<file path="src/rtl/magnitude_peak_detect.sv">
// Per-frame peak finder on the magnitude stream: reports max, its bin and a threshold flag.
// Optional frame-sum output is enabled by defining MAG_PEAK_SUM_EN.
module magnitude_peak_detect #(
    parameter int DATA_IN_BITS = 17,
    parameter int FRAME_LEN    = 256,
    parameter int INDEX_BITS   = $clog2(FRAME_LEN),
    parameter int SUM_BITS     = DATA_IN_BITS + INDEX_BITS
) (
    input  logic                    clk,
    input  logic                    rst_n,
    input  logic [DATA_IN_BITS-1:0] data_in,
    input  logic                    data_in_ready,
    input  logic                    frame_start,
    input  logic [DATA_IN_BITS-1:0] threshold,
    output logic [DATA_IN_BITS-1:0] peak_out,
    output logic [INDEX_BITS-1:0]   peak_index,
    output logic                    peak_detect,
    output logic                    peak_out_ready,
    output logic                    frame_error
`ifdef MAG_PEAK_SUM_EN
    ,
    output logic [SUM_BITS-1:0]     sum_out
`endif
);

    typedef enum logic {IDLE, ACTIVE} state_t;

    localparam logic [INDEX_BITS-1:0] LAST_BIN = INDEX_BITS'(FRAME_LEN - 1);

    state_t                  state_reg;
    logic [INDEX_BITS-1:0]   count_reg;
    logic [DATA_IN_BITS-1:0] max_reg;
    logic [INDEX_BITS-1:0]   idx_reg;
    logic [DATA_IN_BITS-1:0] thr_reg;
    logic [DATA_IN_BITS-1:0] max_next;
    logic [INDEX_BITS-1:0]   idx_next;
    logic                    last_bin;
`ifdef MAG_PEAK_SUM_EN
    logic [SUM_BITS-1:0]     sum_reg;
    logic [SUM_BITS-1:0]     sum_next;
`endif

    // Strict compare keeps the earliest bin on ties.
    always_comb begin
        max_next = max_reg;
        idx_next = idx_reg;
        if (data_in > max_reg) begin
            max_next = data_in;
            idx_next = count_reg;
        end
        last_bin = (count_reg == LAST_BIN);
`ifdef MAG_PEAK_SUM_EN
        sum_next = sum_reg + SUM_BITS'(data_in);
`endif
    end

    always_ff @(posedge clk or negedge rst_n) begin
        if (!rst_n) begin
            state_reg      <= IDLE;
            count_reg      <= '0;
            max_reg        <= '0;
            idx_reg        <= '0;
            thr_reg        <= '0;
            peak_out       <= '0;
            peak_index     <= '0;
            peak_detect    <= 1'b0;
            peak_out_ready <= 1'b0;
            frame_error    <= 1'b0;
`ifdef MAG_PEAK_SUM_EN
            sum_reg        <= '0;
            sum_out        <= '0;
`endif
        end else begin
            peak_out_ready <= 1'b0;
            frame_error    <= 1'b0;
            if (data_in_ready) begin
                if (frame_start) begin
                    // Bin 0 of a new frame; any frame in progress is abandoned.
                    if (state_reg == ACTIVE) begin
                        frame_error <= 1'b1;
                    end
                    state_reg <= ACTIVE;
                    max_reg   <= data_in;
                    idx_reg   <= '0;
                    count_reg <= INDEX_BITS'(1);
                    thr_reg   <= threshold;
`ifdef MAG_PEAK_SUM_EN
                    sum_reg   <= SUM_BITS'(data_in);
`endif
                end else if (state_reg == ACTIVE) begin
                    max_reg <= max_next;
                    idx_reg <= idx_next;
`ifdef MAG_PEAK_SUM_EN
                    sum_reg <= sum_next;
`endif
                    if (last_bin) begin
                        state_reg      <= IDLE;
                        count_reg      <= '0;
                        peak_out       <= max_next;
                        peak_index     <= idx_next;
                        peak_detect    <= (max_next > thr_reg);
                        peak_out_ready <= 1'b1;
`ifdef MAG_PEAK_SUM_EN
                        sum_out        <= sum_next;
`endif
                    end else begin
                        count_reg <= count_reg + INDEX_BITS'(1);
                    end
                end
            end
        end
    end

endmodule

</file>
<file path="config.mk">
export PLATFORM = sky130hd
export DESIGN_NAME = magnitude_peak_detect
export DESIGN_NICKNAME = d
export VERILOG_FILES = /design/src/rtl/magnitude_peak_detect.sv
export SDC_FILE = /design/constraint.sdc
export NUM_CORES = 1
export LEC_CHECK = 0
export BUFFER_PORTS_ARGS = -buffer_cell sky130_fd_sc_hd__buf_4
export CORE_UTILIZATION = 51
export CTS_BUF_LIST = sky130_fd_sc_hd__clkbuf_4 sky130_fd_sc_hd__clkbuf_8 sky130_fd_sc_hd__clkbuf_16
export CTS_CLUSTER_SIZE = 40
export DETAILED_ROUTE_END_ITERATION = 10
export GPL_TIMING_DRIVEN = 0
export PLACE_DENSITY = 0.8
export SYNTH_ARGS = -nofsm -noshare
export SYNTH_HDL_FRONTEND = slang
export SYNTH_SLANG_ARGS = --single-unit
</file>
<file path="constraint.sdc">
create_clock -name clk -period 3.2 [get_ports clk]
set_input_delay 0.8 -clock clk [delete_from_list [all_inputs] [get_ports clk]]
set_output_delay 0.8 -clock clk [all_outputs]
set_load 0.01 [all_outputs]
</file>
# After elaboration in Yosys (flattened, before gate mapping)
# Cells that the tools add are included.
# W data, S select, Z words.
[totals]
register_bits = 79
out_inout_bits = 28
word_cells = 38
[classes]
add_sub_neg = 1
order_cmp = 2
n_eq_ne = 1
mux = 19
bitwise = 1
n_reduce_logical = 4
[op_table]
columns = ["cell", "count"]
rows = [
  ["$mux W17", 3],
  ["$mux W8", 6],
  ["$gt A17 B17 Y1", 2],
  ["$mux W1", 10],
  ["$add A8 B1 Y8 const B", 1],
  ["$eq A8 B8 Y1 const B", 1],
  ["$reduce_and A2 Y1", 2],
  ["$reduce_and A4 Y1", 1],
  ["$reduce_bool A2 Y1", 1],
  ["$not A1 Y1", 1],
]

# Logic depth before layout (Yosys ltp)
# Gate-level depths: netlist of run 1.
[depth]
ltp_word = 5
mapped_depth = 15
mapped_depth_nobuf = 14

# Worst setup path after synthesis of run 1
# No wires, ideal clock.
[synth_path]
kind = "input port to flip-flop"
from = "input port data_in[15]"
to = "register peak_detect"
setup_ps = 132
arrival_time_ps = 3806
required_time_ps = 3068
setup_slack_ps = -738
cell_stages = 13
path_buffers = 1
path_cell_list = "ha_1 > nand4_1 > nor3_1 > a211oi_2 > a21boi_2 > buf_4 > mux2_2 > ha_1 > a21o_1 > a221o_1 > a221o_1 > nor3_1 > o31ai_1"
[synth_between]
elab_chain_cells = 3
[synth_rtl]
columns = ["item", "line", "text"]
rows = [
  ["from (decl)", "11", "input logic [DATA_IN_BITS-1:0] data_in,"],
  ["$gt A17 B17 Y1", "47", "if (data_in > max_reg) begin"],
  ["$mux W17", "47", ""],
  ["net max_next[3]", "35", "logic [DATA_IN_BITS-1:0] max_next;"],
  ["$gt A17 B17 Y1", "101", "peak_detect <= (max_next > thr_reg);"],
  ["to (signal assigned)", "101", ""],
  ["to (decl)", "17", "output logic peak_detect,"],
]
# The timed path passes the listed nets, and every way through them passes these cells.
# A chain may end at the register's enable or synchronous reset.

# Worst setup path after layout of run 1
[layout_path]
from = "input port data_in[8]"
to = "register peak_detect"
# Same word-level chain as after synthesis.

==> qor.yml, run 1 <==
status:
  outcome: "finished with violations"
  violations: "setup timing"
yosys:
  async_flop_share: 1.000
  synth_warnings: 0
  ys_seq_elements: 79
  synth-edff-count: 0
  ys_seq_area_frac: 0.4732
  synth_fp_nets: 433
  synth_cell_types: 37
  ys.flop_type: "dfrtp_1"
  synthCells: 360
  synth.avg_cell_area_um2: 11.60
  synth_area_mm2: 0.004178
clock_tree:
  cts_tree: "done"
  root_buffer: "clkbuf_8"
  cts_buffers: 9
  clk_pin_slew_ns: 0.08
  clock_path_buffers: 2
  cts.sinks: 79
  clk_latency_ns: 0.35
  htree_levels: 3
sta:
  timing.slew.headroom: 0.3325
  hold_viol_final: 0
  final_max_slew_viol_count: 0
  fin_crit_sh: 1.172
  fmax_ghz: 0.2666
  fin_ws_ns: -0.5515
  setup_viol: 1
  fin_skew_ns: 0.01399
  grt_setup_unrepaired: "yes"
  worst_pin_slew_ns: 1.001
  fin_hold_ws_ns: 0.4858
  fin_crit_ns: 3.752
flow_run:
  maxCapViolCount: 0
worst_setup_path:
  required_ns: 3.41
  cp_slowest_cell: "a221o_1"
  end_kind: "register"
  arrival_ns: 3.97
  crit_path_max_incr_delay_ns: 0.36
  crit_path_frequent_cell: "buf_4"
  crit_chain: "buf_4 > ha_4 > nand4_1 > buf_4 > nor3_2 > nand2_1 > a21boi_4 > buf_8 > buf_4 > mux2_4 > ha_4 > and3_4 > a221o_1 > a221o_1 > nor3_2 > o31ai_1"
  cp_max_fo: 5
  cp-start-kind: "input port"
  crit_type: "input port to register"
drt:
  drt-pass1-iter-count: 4
  drt_iter0_markers: 171
  drt-total-wl_um: 9388
  vias: 3043
  viasPerCell: 5.424
  ant_nets: 0
  post_drt_wl_per_cell_um: 16.73
  remaining_drc_errors: 0
floorplanning:
  start_util: 0.5351
  fp.dieH_um: 92.51
  fp.coreArea_mm2: 0.007807
  die_w_um: 92.51
  io_pins: 66
  num_rows: 32
  dieArea_mm2: 0.008557
placement:
  io_buffer_count: 63
  pre_cts_slack_ns: -1.109
  dp_hpwl_um: 6197
  dp.cells: 525
  place_area_mm2: 0.005040
  gp_congestion: 0.8125
global_routing:
  grt_pass1_wl_um: 15900
  grtUsageTotal: 0.2443
  grt_pass1_vias: 3249
  overflow: 0
  antenna_found_initial: 0
  grt_max_degree: 80
cells_and_area:
  nets: 527
  stdcell_area_mm2: 0.005563
  final_cells: 561
  syn_to_final_growth_pct: 33.15
  drive_gt1_frac: 0.4227
  diodes: 0
power:
  power_density_mw_per_mm2: 539.8
  cellLeakagePower_nw: 2.658
  ir_worst_vdd_uv: 305.4
worst_hold_path:
  min_path_type: "register to register"
## final timing paths
kind / from / to / slack (ns) / cells past startpoint
worst max register to register: max_reg[8]$_DFFE_PN0P_ / peak_detect$_DFFE_PN0P_ / -0.47 / 16
worst min register to register: peak_index[0]$_DFFE_PN0P_ / peak_index[0]$_DFFE_PN0P_ / 0.49 / 2
max in group asynchronous: rst_n / peak_out[4]$_DFFE_PN0P_ / 1.93 / 1
worst min-delay path: peak_index[0]$_DFFE_PN0P_ / peak_index[0]$_DFFE_PN0P_ / 0.49 / 2
worst max-delay path: data_in[8] / peak_detect$_DFFE_PN0P_ / -0.55 / 16
min in group asynchronous: rst_n / max_reg[12]$_DFFE_PN0P_ / 0.58 / 1
## cell usage after synthesis, drive strengths merged, types with 4 or more instances
| cell | n | share of area |
|---|---|---|
| a21o | 5 | 0.0090 |
| a21oi | 10 | 0.012 |
| a22o | 9 | 0.019 |
| buf | 6 | 0.011 |
| clkbuf | 7 | 0.0063 |
| dfrtp | 79 | 0.47 |
| ha | 35 | 0.10 |
| inv | 38 | 0.034 |
| mux2 | 66 | 0.18 |
| mux2i | 10 | 0.024 |
| nand2 | 25 | 0.022 |
| nand3 | 4 | 0.0048 |
| nand4 | 11 | 0.016 |
| nor2 | 12 | 0.011 |
| o21ai | 16 | 0.019 |
## kinds of logic (layout without fill, tap and decap cells)
family	after synthesis	in the layout	share of synthesized area
AOI/OAI and AO/OA	55	55	0.09405
muxes	76	76	0.2019
adders and majority gates	35	35	0.1048
xor gates and xnor gates	5	5	0.01048
DFF	79	79	0.4732
and+or+nand+nor	59	59	0.06409
buffers and inverters	51	150	0.05151
## power breakdown
part / leakage (nW) / switching [mW] / internal, mW
Clock: 0.104 / 0.396 / 0.447
Sequential: 1.01 / 0.0611 / 1.08
Combinational: 1.54 / 0.482 / 0.532
Total: 2.66 / 0.939 / 2.06
## layout by cell type, fill, tap and decap left out, types with 2 or more instances in the layout
master	instances
dfrtp_1	79
buf_4	74
mux2_2	50
inv_1	37
nand2_1	25
ha_4	21
o21ai_0	15
ha_1	14
mux2_1	12
nand4_1	11
a21oi_1	10
nor2_1	10
mux2i_1	9
buf_6	9
a22o_1	9
clkbuf_8	9
clkbuf_1	7
a21o_1	5
buf_8	4
mux2_4	4
nand3_1	4
o21a_1	3
nor3_2	3
xor2_1	3
clkinvlp_4	3
a211oi_2	2
xnor2_1	2
a221o_1	2
bufinv_16	2
## cell type report
class	count	area, um^2
clock buffers	9	123.9
well taps	102	127.6
multi-input cells	230	2337
flip-flops and latches	79	1977
plain buffers	13	83.83
repair buffers	83	668.1
fillers	549	2245
clock inverters	7	102.6
inverters	38	142.6
## critical path, delay by kind of cell
family / cells / cell delay [ns]
buffers and inverters: 4 / 0.59
AO/OA/AOI/OAI: 4 / 0.94
multiplexers: 1 / 0.32
AND/OR/NAND/NOR: 5 / 0.82
adder cells (fa/ha/maj): 2 / 0.49
## per-stage QoR
step / util / power, mW / setup TNS, ns
final: 0.7125 / 3.003 / -0.5515
after global routing: 0.7125 / 3.176 / -0.5754
after CTS: 0.7037 / 2.951 / -0.4644
after detailed placement: 0.6455 / 1.986 / -1.109
after global placement: 0.6455 / 1.944 / -1.073
after floorplan: - / 1.751 / -0.4372
## per-layer routing
metal,wire (um),global-route usage,up-vias,share of wire
li1,-,-,1460,-
met1,4205,0.3154,1475,0.45
met2,4623,0.4025,82,0.49
met3,309,0.03777,26,0.033
met4,248,0.1159,0,0.026
met5,0,0,-,0
## what timing repair did
action | CTS | global route
hold buffers | 0 | 0
resized for setup | 19 | 9
setup buffers | 18 | 2
setup endpoints to repair | 1 | 1
pin swaps | 18 | 15
(Power assumes the default switching activity.)
==> inputs of run 2 (changes only) <==
- REMOVE_ABC_BUFFERS: unset -> 1
==> qor.yml, run 2 (synthesis gave the netlist of run 1 again) <==
drt:
  vias: 2968  # -2.5%
  post_drt_wl_per_cell_um: 16.08  # -3.9%
  viasPerCell: 5.486  # +1.1%
  drt-total-wl_um: 8697  # -7.4%
  drt-pass1-iter-count: 4  # unchanged
  ant_nets: 0  # unchanged
  remaining_drc_errors: 0  # unchanged
  drt_iter0_markers: 109  # -36%
status:
  outcome: "finished with violations"
  violations: "setup timing"
cells_and_area:
  final_common_cell: "dfrtp_1"
  final_cells: 541  # -3.6%
  multi_input_area_mm2: 0.002248  # -3.8%
  n_fill_cell: 567  # +3.3%
  final_cell_mix: "dfrtp_1, buf_4, mux2_2"
  diodes: 0  # unchanged
  drive_gt1_frac: 0.3941  # -0.02858
  seq_area_mm2: 0.001977  # unchanged
  fin_util: 0.6756  # -0.03686
  syn_to_final_growth_pct: 26.27
  nets: 507  # -3.8%
  stdcell_area_mm2: 0.005275  # -5.2%
clock_tree:
  hold_buffers: 0  # unchanged
  cts_tree: "done"
  clk_latency_ns: 0.36  # about the same
  root_buffer: "clkbuf_8"
  cts_buffers: 9  # unchanged
  clk_pin_slew_ns: 0.09  # about the same
  clock_path_buffers: 2  # unchanged
  cts.sinks: 79  # unchanged
  htree_levels: 3  # unchanged
worst_setup_path:
  arrival_ns: 3.83  # -0.14 ns
  reg2reg_to: "peak_detect$_DFFE_PN0P_"
  r2r-start: "max_reg[10]$_DFFE_PN0P_"
  crit_path_max_incr_delay_ns: 0.36  # about the same
  critPathTopFamily: "compound AO/OA/AOI/OAI gates"
  cp_max_fo: 7  # +2
  r2r_cells: 15  # -1
  path_buf_inv: 3  # -1
  end_kind: "register"
  crit_chain: "buf_4 > ha_1 > nand4_1 > nor3_2 > a211oi_2 > buf_4 > a21boi_4 > buf_16 > mux2_4 > ha_4 > a21o_1 > a221o_1 > a221o_1 > nor3_2 > o31ai_1"
  cp_slowest_cell: "a221o_1"
  rrSetupSlack_ns: -0.26  # +0.21 ns
  cp-start-kind: "input port"
  crit_type: "input port to register"
  required_ns: 3.43  # +0.02 ns
floorplanning:
  dieArea_mm2: 0.008557  # unchanged
  fp.dieH_um: 92.51  # unchanged
  die_w_um: 92.51  # unchanged
  start_util: 0.5351  # unchanged
  num_rows: 32  # unchanged
  fp.coreArea_mm2: 0.007807  # unchanged
  io_pins: 66  # unchanged
placement:
  pre_cts_slack_ns: -1.223  # -0.1133 ns
  place_area_mm2: 0.004756  # -5.6%
  gp_congestion: 0.8539  # +5.1%
  dp.cells: 515  # -1.9%
  dp_hpwl_um: 5673  # -8.5%
  io_buffer_count: 65  # +3.2%
worst_hold_path:
  holdPathEnd: "peak_index[6]$_DFFE_PN0P_"
  min_path_type: "register to register"
  whs_path_depth: 2  # unchanged
  holdCritStartpoint: "peak_index[6]$_DFFE_PN0P_"
global_routing:
  antenna_found_initial: 0  # unchanged
  overflow: 0  # unchanged
  grtUsageTotal: 0.2267  # -0.01763
  grt_max_degree: 80  # unchanged
  grt_pass1_wl_um: 14900  # -6.3%
  grt_pass1_vias: 3178  # -2.2%
sta:
  timing.slew.headroom: 0.3508  # +0.01836
  final_max_slew_viol_count: 0  # unchanged
  fin_skew_ns: 0.01003  # -0.003961 ns
  fin_ws_ns: -0.3987  # +0.1528 ns
  hold_viol_final: 0  # unchanged
  fin_crit_ns: 3.599  # -0.1528 ns
  fin_crit_sh: 1.125  # -0.04776
  setup_viol: 1  # unchanged
  grt_setup_unrepaired: "yes"
  fmax_ghz: 0.2779  # +4.2%
  worst_pin_slew_ns: 0.9738  # -0.02754 ns
power:
  cellLeakagePower_nw: 2.555  # -3.9%
  ir_worst_vdd_uv: 331.9  # +8.7%
  power_density_mw_per_mm2: 517.4  # -4.2%
flow_run:
  maxCapViolCount: 0  # unchanged
[run 2: changes by cell type in the layout (fill, tap and decap cells not counted), sizes merged]
cell	previous run	this run
buf	89	75
clkbuf	16	9
inv	40	41
bufinv	2	0
o31ai	2	3
clkinvlp	3	4
[run 2: cell type report]
class / count / area share
Clock buffer: 9 / 0.02348
Clock inverter: 7 / 0.01067
Inverter: 38 / 0.02704
Multi-Input combinational cell: 231 / 0.4262
Sequential cell: 79 / 0.3748
Tap cell: 102 / 0.02419
Timing Repair Buffer: 75 / 0.1136
[run 2: power breakdown]
part	leakage, nW	switching [mW]	internal, mW
Sequential	1.01	0.0679	1.08
Clock	0.0789	0.406	0.289
Combinational	1.46	0.419	0.463
[run 2: metal layers]
metal  GRT usage  vias to the layer above  share of wire
met5           0                        -              0
met4     0.08594                        0          0.019
met3     0.06486                       16          0.060
met2      0.3605                       71           0.48
met1      0.2934                     1460           0.44
li1            -                     1421              -
[run 2: what timing repair did]
item                                    4_1_cts  5_1_grt
resized for setup                            28        1
pin swaps                                    12        1
endpoints found under the setup margin       25       13
buffers inserted                              8        1
cloned                                        1        0
[run 2: metrics by stage]
stage          hold WS [ns]  setup TNS (ns)  power [mW]
2_1_floorplan        0.4678          -4.786       1.647
3_3_place_gp         0.4530          -37.58       1.825
3_5_place_dp         0.4733          -18.22       1.879
4_1_cts              0.4941         -0.3086       2.714
5_1_grt              0.5170         -0.5552       2.899
6_report             0.4819         -0.3987       2.729
[run 2: how the worst max path moves through the flow]
stage / cells after the start / endpoint / startpoint / slack, ns
detailed placement: 14 / peak_detect$_DFFE_PN0P_ / data_in[14] / -1.22
global placement: 13 / peak_detect$_DFFE_PN0P_ / data_in[2] / -1.91
global route: 16 / peak_detect$_DFFE_PN0P_ / data_in[5] / -0.56
CTS: 15 / peak_detect$_DFFE_PN0P_ / data_in[5] / -0.31
floorplan: 12 / peak_detect$_DFFE_PN0P_ / data_in[15] / -1.11
finish: 15 / peak_detect$_DFFE_PN0P_ / data_in[5] / -0.40
[run 2: worst reg2reg max path, cell delays in order, from the launching register on]
cell	delay, ns
dfrtp_1	0.38
inv_1	0.08
ha_4	0.27
nand4_1	0.15
nor3_2	0.25
a211oi_2	0.10
buf_4	0.16
a21boi_4	0.18
buf_16	0.15
mux2_4	0.33
ha_4	0.22
a21o_1	0.16
a221o_1	0.36
a221o_1	0.33
nor3_2	0.11
o31ai_1	0.09
